--- src/rtl/rtc_disp_pkg.sv ---
// Shared definitions for the RTC text renderer: glyph codes, glyph geometry,
// active-area size, edit-field encodings and the 8x16 font bitmap function.
// The font is a seven-segment style digit set plus colon, slash and blank.
package rtc_disp_pkg;

    localparam int GLYPH_W = 8;
    localparam int GLYPH_H = 16;
    localparam int SCALE   = 2;

    localparam logic [9:0] ACTIVE_W = 10'd640;
    localparam logic [9:0] ACTIVE_H = 10'd480;

    localparam logic [3:0] GLYPH_COLON = 4'd10;
    localparam logic [3:0] GLYPH_SLASH = 4'd11;
    localparam logic [3:0] GLYPH_BLANK = 4'd12;

    typedef enum logic [2:0] {
        EDIT_NONE  = 3'd0,
        EDIT_HH    = 3'd1,
        EDIT_MM    = 3'd2,
        EDIT_SS    = 3'd3,
        EDIT_DD    = 3'd4,
        EDIT_MO    = 3'd5,
        EDIT_YY    = 3'd6,
        EDIT_NONE7 = 3'd7
    } edit_sel_e;

    // Row byte of a glyph, MSB is the leftmost pixel. Digits are drawn from a
    // segment mask {a,b,c,d,e,f,g}; horizontal bars span columns 1-6 and
    // vertical bars are two pixels wide at columns 1-2 (left) and 5-6 (right).
    function automatic logic [7:0] font_row(input logic [3:0] code, input logic [3:0] row);
        logic [6:0] seg;
        logic [7:0] bits;
        bits = 8'h00;
        case (code)
            4'd0:    seg = 7'b1111110;
            4'd1:    seg = 7'b0110000;
            4'd2:    seg = 7'b1101101;
            4'd3:    seg = 7'b1111001;
            4'd4:    seg = 7'b0110011;
            4'd5:    seg = 7'b1011011;
            4'd6:    seg = 7'b1011111;
            4'd7:    seg = 7'b1110000;
            4'd8:    seg = 7'b1111111;
            4'd9:    seg = 7'b1111011;
            default: seg = 7'b0000000;
        endcase
        if (code <= 4'd9) begin
            case (row)
                4'd1, 4'd2:               bits = seg[6] ? 8'h7E : 8'h00;
                4'd3, 4'd4, 4'd5, 4'd6:   bits = (seg[1] ? 8'h60 : 8'h00) | (seg[5] ? 8'h06 : 8'h00);
                4'd7, 4'd8:               bits = seg[0] ? 8'h7E : 8'h00;
                4'd9, 4'd10, 4'd11, 4'd12: bits = (seg[2] ? 8'h60 : 8'h00) | (seg[4] ? 8'h06 : 8'h00);
                4'd13, 4'd14:             bits = seg[3] ? 8'h7E : 8'h00;
                default:                  bits = 8'h00;
            endcase
        end else if (code == GLYPH_COLON) begin
            if (row == 4'd4 || row == 4'd5 || row == 4'd10 || row == 4'd11) begin
                bits = 8'h18;
            end
        end else if (code == GLYPH_SLASH) begin
            // Rising diagonal: rightmost at the top, one column per two rows.
            if (row >= 4'd1 && row <= 4'd14) begin
                bits = 8'h01 << ((row - 4'd1) >> 1);
            end
        end
        return bits;
    endfunction

endpackage

--- src/rtl/rtc_text_render_font_rom.sv ---
// Synchronous-read glyph ROM.
// Ports: clk, rst (async active-low), en (read enable, holds output when 0),
// code (4-bit glyph code), row (4-bit glyph row), row_byte (registered bitmap row).
module font_rom
    import rtc_disp_pkg::*;
(
    input  logic       clk,
    input  logic       rst,
    input  logic       en,
    input  logic [3:0] code,
    input  logic [3:0] row,
    output logic [7:0] row_byte
);

    logic [7:0] row_byte_d;
    logic [7:0] row_byte_q;

    always_comb begin
        row_byte_d = row_byte_q;
        if (en) begin
            row_byte_d = font_row(code, row);
        end
    end

    always_ff @(posedge clk or negedge rst) begin
        if (!rst) begin
            row_byte_q <= 8'h00;
        end else begin
            row_byte_q <= row_byte_d;
        end
    end

    assign row_byte = row_byte_q;

endmodule

--- src/rtl/rtc_text_render.sv ---
// RTC text renderer: draws "HH:MM:SS" and "DD/MM/YY" as 2x-scaled 8x16 glyphs
// behind the VGA sync generator, blinking the field under edit.
// Ports: clk, rst (async active-low), px_en/px_x/px_y/hsync_in/vsync_in from the
// sync generator, BCD time/date inputs, edit_sel; outputs rgb (RRRGGGBB),
// hsync_out/vsync_out aligned with rgb, frame_tick (one clk at frame start).
module rtc_text_render
    import rtc_disp_pkg::*;
#(
    parameter logic [9:0] X0        = 10'd256,
    parameter logic [9:0] Y_TIME    = 10'd192,
    parameter logic [9:0] Y_DATE    = 10'd256,
    parameter logic [7:0] FG        = 8'hFF,
    parameter logic [7:0] BG        = 8'h03,
    parameter int         BLINK_BIT = 5
) (
    input  logic       clk,
    input  logic       rst,
    input  logic       px_en,
    input  logic [9:0] px_x,
    input  logic [9:0] px_y,
    input  logic       hsync_in,
    input  logic       vsync_in,
    input  logic [7:0] hh,
    input  logic [7:0] mm,
    input  logic [7:0] ss,
    input  logic [7:0] dd,
    input  logic [7:0] mo,
    input  logic [7:0] yy,
    input  logic [2:0] edit_sel,
    output logic [7:0] rgb,
    output logic       hsync_out,
    output logic       vsync_out,
    output logic       frame_tick
);

    localparam logic [9:0] ROW_W = 10'(8 * GLYPH_W * SCALE);
    localparam logic [9:0] ROW_H = 10'(GLYPH_H * SCALE);

    // Frame-level state
    logic       frame_start;
    logic [7:0] frame_cnt_d, frame_cnt_q;
    logic       frame_tick_d, frame_tick_q;
    logic [7:0] hh_d, hh_q, mm_d, mm_q, ss_d, ss_q;
    logic [7:0] dd_d, dd_q, mo_d, mo_q, yy_d, yy_q;

    // Stage 1 combinational decode
    logic [9:0] dx, dy_time, dy_date;
    logic       in_active, col_hit, time_hit, date_hit;
    logic [2:0] char_idx, gcol;
    logic [3:0] grow;
    logic       is_sep, lo_digit, blanked;
    logic [1:0] slot;
    logic [7:0] field_val;
    logic [2:0] field_id;
    logic [3:0] nibble, glyph_code;
    logic       unused_bits;

    // Stage registers
    logic       hit_d, hit_q, active_d, active_q;
    logic [2:0] gcol_d, gcol_q;
    logic       hsync1_d, hsync1_q, vsync1_d, vsync1_q;
    logic [7:0] rgb_d, rgb_q;
    logic       hsync2_d, hsync2_q, vsync2_d, vsync2_q;
    logic [7:0] rom_byte;
    logic       glyph_bit;

    // Shadow capture and frame counter update at the frame-start pixel so the
    // displayed values can only change during vertical blanking.
    always_comb begin
        frame_start  = px_en && (px_x == 10'd0) && (px_y == ACTIVE_H);
        frame_tick_d = frame_start;
        frame_cnt_d  = frame_cnt_q;
        hh_d = hh_q; mm_d = mm_q; ss_d = ss_q;
        dd_d = dd_q; mo_d = mo_q; yy_d = yy_q;
        if (frame_start) begin
            frame_cnt_d = frame_cnt_q + 8'd1;
            hh_d = hh; mm_d = mm; ss_d = ss;
            dd_d = dd; mo_d = mo; yy_d = yy;
        end
    end

    // Stage 1: locate the pixel within a text row and pick its glyph. Character
    // slots 2 and 5 are separators; the rest map pairwise onto three BCD fields.
    always_comb begin
        dx        = px_x - X0;
        dy_time   = px_y - Y_TIME;
        dy_date   = px_y - Y_DATE;
        in_active = (px_x < ACTIVE_W) && (px_y < ACTIVE_H);
        col_hit   = (px_x >= X0) && (px_x < X0 + ROW_W);
        time_hit  = col_hit && (px_y >= Y_TIME) && (px_y < Y_TIME + ROW_H);
        date_hit  = col_hit && (px_y >= Y_DATE) && (px_y < Y_DATE + ROW_H);
        char_idx  = dx[6:4];
        gcol      = dx[3:1];
        grow      = date_hit ? dy_date[4:1] : dy_time[4:1];

        is_sep   = 1'b0;
        slot     = 2'd0;
        lo_digit = 1'b0;
        case (char_idx)
            3'd0:    begin slot = 2'd0; lo_digit = 1'b0; end
            3'd1:    begin slot = 2'd0; lo_digit = 1'b1; end
            3'd3:    begin slot = 2'd1; lo_digit = 1'b0; end
            3'd4:    begin slot = 2'd1; lo_digit = 1'b1; end
            3'd6:    begin slot = 2'd2; lo_digit = 1'b0; end
            3'd7:    begin slot = 2'd2; lo_digit = 1'b1; end
            default: is_sep = 1'b1;
        endcase

        if (date_hit) begin
            field_val = (slot == 2'd0) ? dd_q : (slot == 2'd1) ? mo_q : yy_q;
            field_id  = EDIT_DD + {1'b0, slot};
        end else begin
            field_val = (slot == 2'd0) ? hh_q : (slot == 2'd1) ? mm_q : ss_q;
            field_id  = EDIT_HH + {1'b0, slot};
        end
        nibble  = lo_digit ? field_val[3:0] : field_val[7:4];
        blanked = (edit_sel == field_id) && !frame_cnt_q[BLINK_BIT];

        if (is_sep) begin
            glyph_code = date_hit ? GLYPH_SLASH : GLYPH_COLON;
        end else if (blanked || (nibble > 4'd9)) begin
            glyph_code = GLYPH_BLANK;
        end else begin
            glyph_code = nibble;
        end

        unused_bits = ^{dx[9:7], dx[0], dy_time[9:5], dy_time[0], dy_date[9:5], dy_date[0]};
    end

    // The ROM is addressed straight from the stage-1 decode so its output
    // register sits alongside the stage-1 flops; the column-bit select then
    // lands in the rgb register, giving two strobes of total latency.
    font_rom u_font_rom (
        .clk      (clk),
        .rst      (rst),
        .en       (px_en),
        .code     (glyph_code),
        .row      (grow),
        .row_byte (rom_byte)
    );

    // Both stages hold whenever the pixel strobe is low.
    always_comb begin
        hit_d    = hit_q;
        active_d = active_q;
        gcol_d   = gcol_q;
        hsync1_d = hsync1_q;
        vsync1_d = vsync1_q;
        rgb_d    = rgb_q;
        hsync2_d = hsync2_q;
        vsync2_d = vsync2_q;
        glyph_bit = rom_byte[3'd7 - gcol_q];
        if (px_en) begin
            hit_d    = time_hit || date_hit;
            active_d = in_active;
            gcol_d   = gcol;
            hsync1_d = hsync_in;
            vsync1_d = vsync_in;
            if (!active_q) begin
                rgb_d = 8'h00;
            end else if (hit_q && glyph_bit) begin
                rgb_d = FG;
            end else begin
                rgb_d = BG;
            end
            hsync2_d = hsync1_q;
            vsync2_d = vsync1_q;
        end
    end

    always_ff @(posedge clk or negedge rst) begin
        if (!rst) begin
            frame_cnt_q  <= 8'd0;
            frame_tick_q <= 1'b0;
            hh_q <= 8'd0; mm_q <= 8'd0; ss_q <= 8'd0;
            dd_q <= 8'd0; mo_q <= 8'd0; yy_q <= 8'd0;
            hit_q    <= 1'b0;
            active_q <= 1'b0;
            gcol_q   <= 3'd0;
            hsync1_q <= 1'b1;
            vsync1_q <= 1'b1;
            rgb_q    <= 8'h00;
            hsync2_q <= 1'b1;
            vsync2_q <= 1'b1;
        end else begin
            frame_cnt_q  <= frame_cnt_d;
            frame_tick_q <= frame_tick_d;
            hh_q <= hh_d; mm_q <= mm_d; ss_q <= ss_d;
            dd_q <= dd_d; mo_q <= mo_d; yy_q <= yy_d;
            hit_q    <= hit_d;
            active_q <= active_d;
            gcol_q   <= gcol_d;
            hsync1_q <= hsync1_d;
            vsync1_q <= vsync1_d;
            rgb_q    <= rgb_d;
            hsync2_q <= hsync2_d;
            vsync2_q <= vsync2_d;
        end
    end

    assign rgb        = rgb_q;
    assign hsync_out  = hsync2_q;
    assign vsync_out  = vsync2_q;
    assign frame_tick = frame_tick_q;

endmodule

--- config.mk ---
export PLATFORM = sky130hd
export DESIGN_NAME = rtc_text_render
export DESIGN_NICKNAME = d
export VERILOG_FILES = /design/src/rtl/rtc_disp_pkg.sv /design/src/rtl/rtc_text_render_font_rom.sv /design/src/rtl/rtc_text_render.sv
export SDC_FILE = /design/constraint.sdc
export NUM_CORES = 1
export LEC_CHECK = 0
export ABC_AREA = 1
export CELL_PAD_IN_SITES_DETAIL_PLACEMENT = 0
export CELL_PAD_IN_SITES_GLOBAL_PLACEMENT = 1
export CORE_UTILIZATION = 41
export CTS_CLUSTER_SIZE = 20
export DETAILED_ROUTE_END_ITERATION = 16
export PLACE_DENSITY = 0.91
export SLEW_MARGIN = 20
export SYNTH_ARGS = -nofsm -noshare
export SYNTH_HDL_FRONTEND = slang
export SYNTH_SLANG_ARGS = --single-unit
--- constraint.sdc ---
create_clock -name clk -period 4.1 [get_ports clk]
set_input_delay 0.41 -clock clk [delete_from_list [all_inputs] [get_ports clk]]
set_output_delay 0.41 -clock clk [all_outputs]
set_load 0.02 [all_outputs]
==> flow_summary.yaml, run 1 <==
clocking:
  htree_levels: 3
  cts_resized: 0
  post_cts_buffers: 0
  hold_buffers: 0
  cts_buffers: 9
  insertion_delay_ps: 330
  cts_tree: "built"
  cts_root_buffer: "clkbuf_16"
  clk_pin_slew_ps: 60
  clock-sinks: 74
  clock_path_buffers: 2
floorplanning:
  die_y_um: 108.9
  start_util_pct: 42.63
  ioPinCount: 87
  die_w_um: 108.9
  coreArea_um2: 10980
  dieArea_um2: 11850
  row_count: 38
routing:
  vias: 4297
  drcViolationCount: 0
  viasPerCell: 4.950
  drtPass1Iterations: 6
  detail_route.wl_per_cell_um: 13.47
  drt_wl_total_um: 11690
  dr.first_iter.drc_count: 234
  antenna_left: 0
yosys:
  syn_nets: 732
  synth_area_per_cell_um2: 7.259
  ys.flop_type: "dfrtp_1"
  synth_top_family_by_area: "simple AND/OR/NAND/NOR gates"
  yosysSeqAreaShare_pct: 39.66
  yosys_register_bits: 74
  muxShareOfSynthArea_pct: 0
  yosysMostFrequentCell: "nand2_1"
  synth_xor_area_share_pct: 2.004
  synthTopCellsByArea: "dfrtp_1 37%, nand2_1 17%, inv_1 5.9%, nand3_1 5.2%, nor2_1 4.2%"
  synthTopCellsByCount: "217 x nand2_1, 73 x inv_1, 70 x dfrtp_1, 53 x nor2_1, 49 x nand3_1"
  syn_area_um2: 4682
  ys_async_sr_fraction_pct: 100.0
  yosysWarnings: 0
  netlist-cell-type-count: 42
  synth_top_area_share_pct: 37.41
  synth_largest_area_cell: "dfrtp_1"
  synth_simple_gate_area_share_pct: 37.39
  yosys.area_share.adder_pct: 2.940
  syn_inst: 645
  synth-edff-count: 0
  synth_compound_area_share_pct: 7.429
pwr:
  p_leak_nw: 3.022
  peakVddDrop_mv: 0.1852
  powerDensity_nw_per_um2: 336.0
global_routing:
  gr-total-overflow: 0
  antenna_found_initial: 0
  grt_pass1_wl_um: 19600
  grt_usage_pct: 21.19
  grt_start_max_net_pins: 68
  first_global_vias: 4227
cells_and_area:
  syn_to_final_growth_pct: 26.51
  fin_nets: 810
  n_antenna_cell: 0
  drive_gt1_share_pct: 10.71
  register_area_um2: 1857
  multi_input_area_um2: 2330
  fillers: 1037
place:
  dpl_worst_slack_ps: 366.1
  dp_hpwl_um: 8913
  place_congestion: 0.8395
  place.port_buffers: 86
timing:
  layout_min_cycle_time_ps: 3479
  tns_ps: 0
  slew_violations: 0
  hold_viol: 0
  finalClockSkew_ps: 5.749
  grt_setup_unrepaired: "false"
  setup_viol: 0
  maxSlewHeadroom_pct: 58.85
  tightest_slew_ps: 617.2
  fin_crit_sh_pct: 84.84
  fin_ws_ps: 621.4
  fmax_mhz: 287.5
worst_setup_path:
  worstPathArrival_ps: 3750
  critical_path_class: "input pin to flop"
  startpoint_type: "input pin"
  critPathCaptureType: "flop"
  worstPathMaxFanout: 16
  cp.required_ps: 4370
run_status:
  outcome: "finished, final reports clean"
worst_hold_path:
  hp-class: "input pin to async pin"
flow_run:
  drv_cap: 0
## area by class of cell
class                   count  share of cell area [%]
well taps                 140                   2.957
flip-flops and latches     74                   31.35
clock buffers               9                   3.802
inverters                  82                   5.260
clock inverters             7                   1.711
multi-input cells         461                   39.33
repair buffers             95                   15.59
## worst max-delay path: stages
cell             delay (ps)
clkdlybuf4s50_1         650
nand3_2                 360
nand2_4                 320
nand2_2                  90
nand3_2                  70
nand3_1                  80
nand3_2                 110
nand2_4                  80
a21oi_1                 190
nand2_1                  80
nand2_1                 150
inv_1                   100
ha_1                    220
nor2_1                  200
nand4_2                 190
nor2_1                  180
a21oi_1                  80
nand3_1                  90
nand2_1                  50
inv_1                    40
## registers in the layout, indices dropped and copies added, names as in the netlist, 6 cells and up
name                 count
dd_q                     8
hh_q                     8
mm_q                     8
mo_q                     8
ss_q                     8
u_font_rom.row_byte      8
yy_q                     8
frame_cnt_q              6
## power breakdown
group          internal, W  switching, W  total, W
combinational     0.000158      0.000212  0.000370
clock             0.000539      0.000319  0.000857
sequential        0.000752     0.0000102  0.000762
## cell usage in the layout (no fill, tap or decap), types with 10 or more instances in the layout
| cell type | n |
|---|---|
| a21oi_1 | 17 |
| nand2_1 | 217 |
| clkdlybuf4s50_1 | 85 |
| inv_1 | 72 |
| dfrtp_1 | 70 |
| nand3_1 | 49 |
| nand4_1 | 10 |
| nor2_1 | 53 |
| o21ai_0 | 32 |
| nand3b_1 | 10 |
| ha_1 | 11 |
## worst paths after layout
check	endpoint	cells past startpoint	from	slack [ps]
max	u_font_rom.row_byte[2]	20	px_x[5]	620
min	dd_q[4]	1	rst	90
min reg2reg	hsync1_q	2	hsync1_q	460
max in group asynchronous	mm_q[5]	2	rst	2990
min in group clk	hsync1_q	2	hsync1_q	460
max reg2reg	u_font_rom.row_byte[2]	20	mm_q[1]	1410
## layer usage
metal  vias up  part of all wire, %  GRT usage (%)  wire length, um
li1       2185                    -              -                -
met5         -                    0              0                0
met2       105                   48          36.39             5662
met3        12                  4.1          3.527              479
met4         0                 0.88          5.116              103
met1      1995                   47          27.67             5447
## per-stage QoR
stage / power (W) / area [um2] / instances / hold slack [ps] / utilization (%)
floorplan: 0.0009984 / 4682 / 645 / 114.4 / -
finish: 0.001990 / 5923 / 868 / 91.55 / 53.93
global route: 0.002082 / 5923 / 868 / 136.3 / 53.93
CTS: 0.002004 / 5923 / 868 / 110.1 / 53.93
global placement: 0.001138 / 5597 / 852 / 451.8 / 50.96
detailed placement: 0.001144 / 5597 / 852 / 455.5 / 50.96
## cell families after synthesis
kind of cell             after synthesis
AO/OA/AOI/OAI                         62
XOR/XNOR                               9
adder cells (fa/ha/maj)               11
buffers and inverters                110
flip-flops                            74
AND/OR/NAND/NOR                      379
(Power assumes the default switching activity.)
==> inputs of run 2 (changes only) <==
CORE_UTILIZATION = 38   (was 41)
PLACE_DENSITY = 0.86   (was 0.91)
clock period = 3.3 ns   (was 4.1 ns; I/O delays follow)
==> run 2 against run 1 <==
First-iteration DRC count fell by 18%. Worst hold slack improved by 300 ps. Largest cell class unchanged. Global-route usage fell by 1.6 points. Non-clock buffer count rose by 19. Sequential power rose by 24%. Register-to-register slack got worse by 620 ps. Critical path depth rose by 3. Utilization fell by 3.4 points. Sequential share of layout area fell by 0.73 points. Cell count rose by 2.8%. Worst setup slack got worse by 330 ps. Largest power group is now registers. Clock skew fell by 2.2 ps.
==> flow_summary.yaml, run 2 (synthesis gave the netlist of run 1 again) <==
timing:
  layout_min_cycle_time_ps: 3009
  grt_setup_unrepaired: "false"
  hold_viol: 0
  finalClockSkew_ps: 3.562
  hold_ws_ps: 388.3
  fin_crit_sh_pct: 91.19
  fmax_mhz: 332.3
  tightest_slew_ps: 520.1
  maxSlewHeadroom_pct: 65.33
  setup_viol: 0
  slew_violations: 0
worst_hold_path:
  hp-class: "input pin to async pin"
routing:
  route.met3.wl_um: 462
  drcViolationCount: 0
  vias: 4286
  dr.first_iter.drc_count: 193
  antenna_left: 0
  drt_wl_total_um: 11620
  wl_met2_um: 5524
  top_layer_used: "met4"
  detail_route.wl_per_cell_um: 13.02
  drtPass1Iterations: 5
  drt-met1-wl_um: 5536
  viasPerCell: 4.805
floorplanning:
  die_y_um: 113
  ioPinCount: 87
  coreArea_um2: 12010
  die_w_um: 113
  start_util_pct: 38.98
  row_count: 40
  dieArea_um2: 12770
worst_setup_path:
  critical_path_class: "input pin to flop"
  critPathCaptureType: "flop"
  startpoint_type: "input pin"
  worstPathArrival_ps: 3230
  worstPathMaxFanout: 11
  cp.required_ps: 3520
pwr:
  p_leak_nw: 3.108
  peakVddDrop_mv: 0.2563
  powerDensity_nw_per_um2: 385.5
global_routing:
  grt_pass1_wl_um: 20060
  gr-total-overflow: 0
  grt_start_max_net_pins: 66
  grt_usage_pct: 19.55
  antenna_found_initial: 0
  first_global_vias: 4417
cells_and_area:
  final_common_cell: "nand2_1"
  n_antenna_cell: 0
  most-common-layout-cells: "217 x nand2_1, 84 x clkdlybuf4s50_1, 72 x inv_1, 70 x dfrtp_1, 50 x nor2_1"
  fin_nets: 829
  fillers: 1208
  final_cells: 892
  drive_gt1_share_pct: 13.02
  syn_to_final_growth_pct: 29.53
place:
  place_congestion: 0.9429
  place_inst: 877
  dp_hpwl_um: 9103
  place.port_buffers: 86
clocking:
  post_cts_buffers: 0
  cts_root_buffer: "clkbuf_16"
  cts_tree: "built"
  clock_path_buffers: 2
  clock-sinks: 74
  htree_levels: 3
  cts_buffers: 9
  insertion_delay_ps: 330
  clk_pin_slew_ps: 50
run_status:
  outcome: "finished, final reports clean"
flow_run:
  drv_cap: 0
## run 2: cell count changes in the layout (fill, tap and decap cells not counted), moves of 2 or more
cell / delta
buf_4: +16
clkbuf_8: +3
nor2_1: -3
nor2_2: +3
buf_12: +2
bufinv_16: -2
## run 2: repair_timing
item                                    CTS  global route
resized for setup                         0             4
endpoints found under the setup margin    0             4
hold endpoints to repair                  7             0
hold buffers                              1             0
## run 2: where the power goes
part	leakage [nW]	total (W)	internal (W)	switching, W
sequential	0.916	0.000948	0.000935	0.0000124
clock	0.137	0.000906	0.000560	0.000346
combinational	2.06	0.000485	0.000217	0.000267
total	3.11	0.00234	0.00171	0.000625
## run 2: worst paths after layout
path	from	slack, ps	endpoint	cells past startpoint
max in group asynchronous	rst	2160	hh_q[5]	3
max reg2reg	mm_q[5]	790	u_font_rom.row_byte[1]	21
min reg2reg	vsync1_q	460	vsync1_q	2
max	px_x[6]	290	u_font_rom.row_byte[1]	23
min	rst	390	mo_q[4]	2
min in group clk	vsync1_q	460	vsync1_q	2
## run 2: final cells by class
type / count / area, um2 / area share (%)
Multi-Input combinational cell: 461 / 2337 / 38.54
Sequential cell: 74 / 1857 / 30.62
Timing Repair Buffer: 114 / 1096 / 18.07
Inverter: 82 / 311.5 / 5.137
Clock buffer: 12 / 266.5 / 4.394
Tap cell: 147 / 183.9 / 3.033
Clock inverter: 2 / 12.51 / 0.2063
## run 2: metal layers
| layer | global-route usage (%) | vias up |
|---|---|---|
| met3 | 3.964 | 8 |
| met1 | 24.67 | 1975 |
| met2 | 33.87 | 96 |
| met4 | 5.614 | 0 |
| met5 | 0 | - |
| li1 | - | 2207 |
## run 2: metrics by stage
step	instance area, um2	setup slack [ps]	total power (W)	setup TNS (ps)	utilization, %
after floorplan	4682	606.5	0.001240	0	-
after CTS	6055	276.1	0.002359	0	50.41
after global routing	6065	4.283	0.002449	0	50.49
after detailed placement	5766	-48.64	0.001444	-140.7	48.00
final	6065	290.8	0.002338	0	50.49
after global placement	5766	-7.579	0.001437	-9.901	48.00
## run 2: worst max-delay path, stage by stage
cell and delay (ps):
clkdlybuf4s50_1 500, inv_2 150, nand3_2 160, buf_4 230, nand3_1 80, nand3_1 70, nand2_1 80, nand3_2 90
nand2_4 90, nand2_4 60, a21oi_1 160, nand2_1 70, nand2_1 100, buf_4 120, ha_1 240, nand4_1 90
o21ai_0 80, nor2_1 100, nand2_1 110, nand2_4 110, nand3_1 100, nand2_1 70, inv_1 30
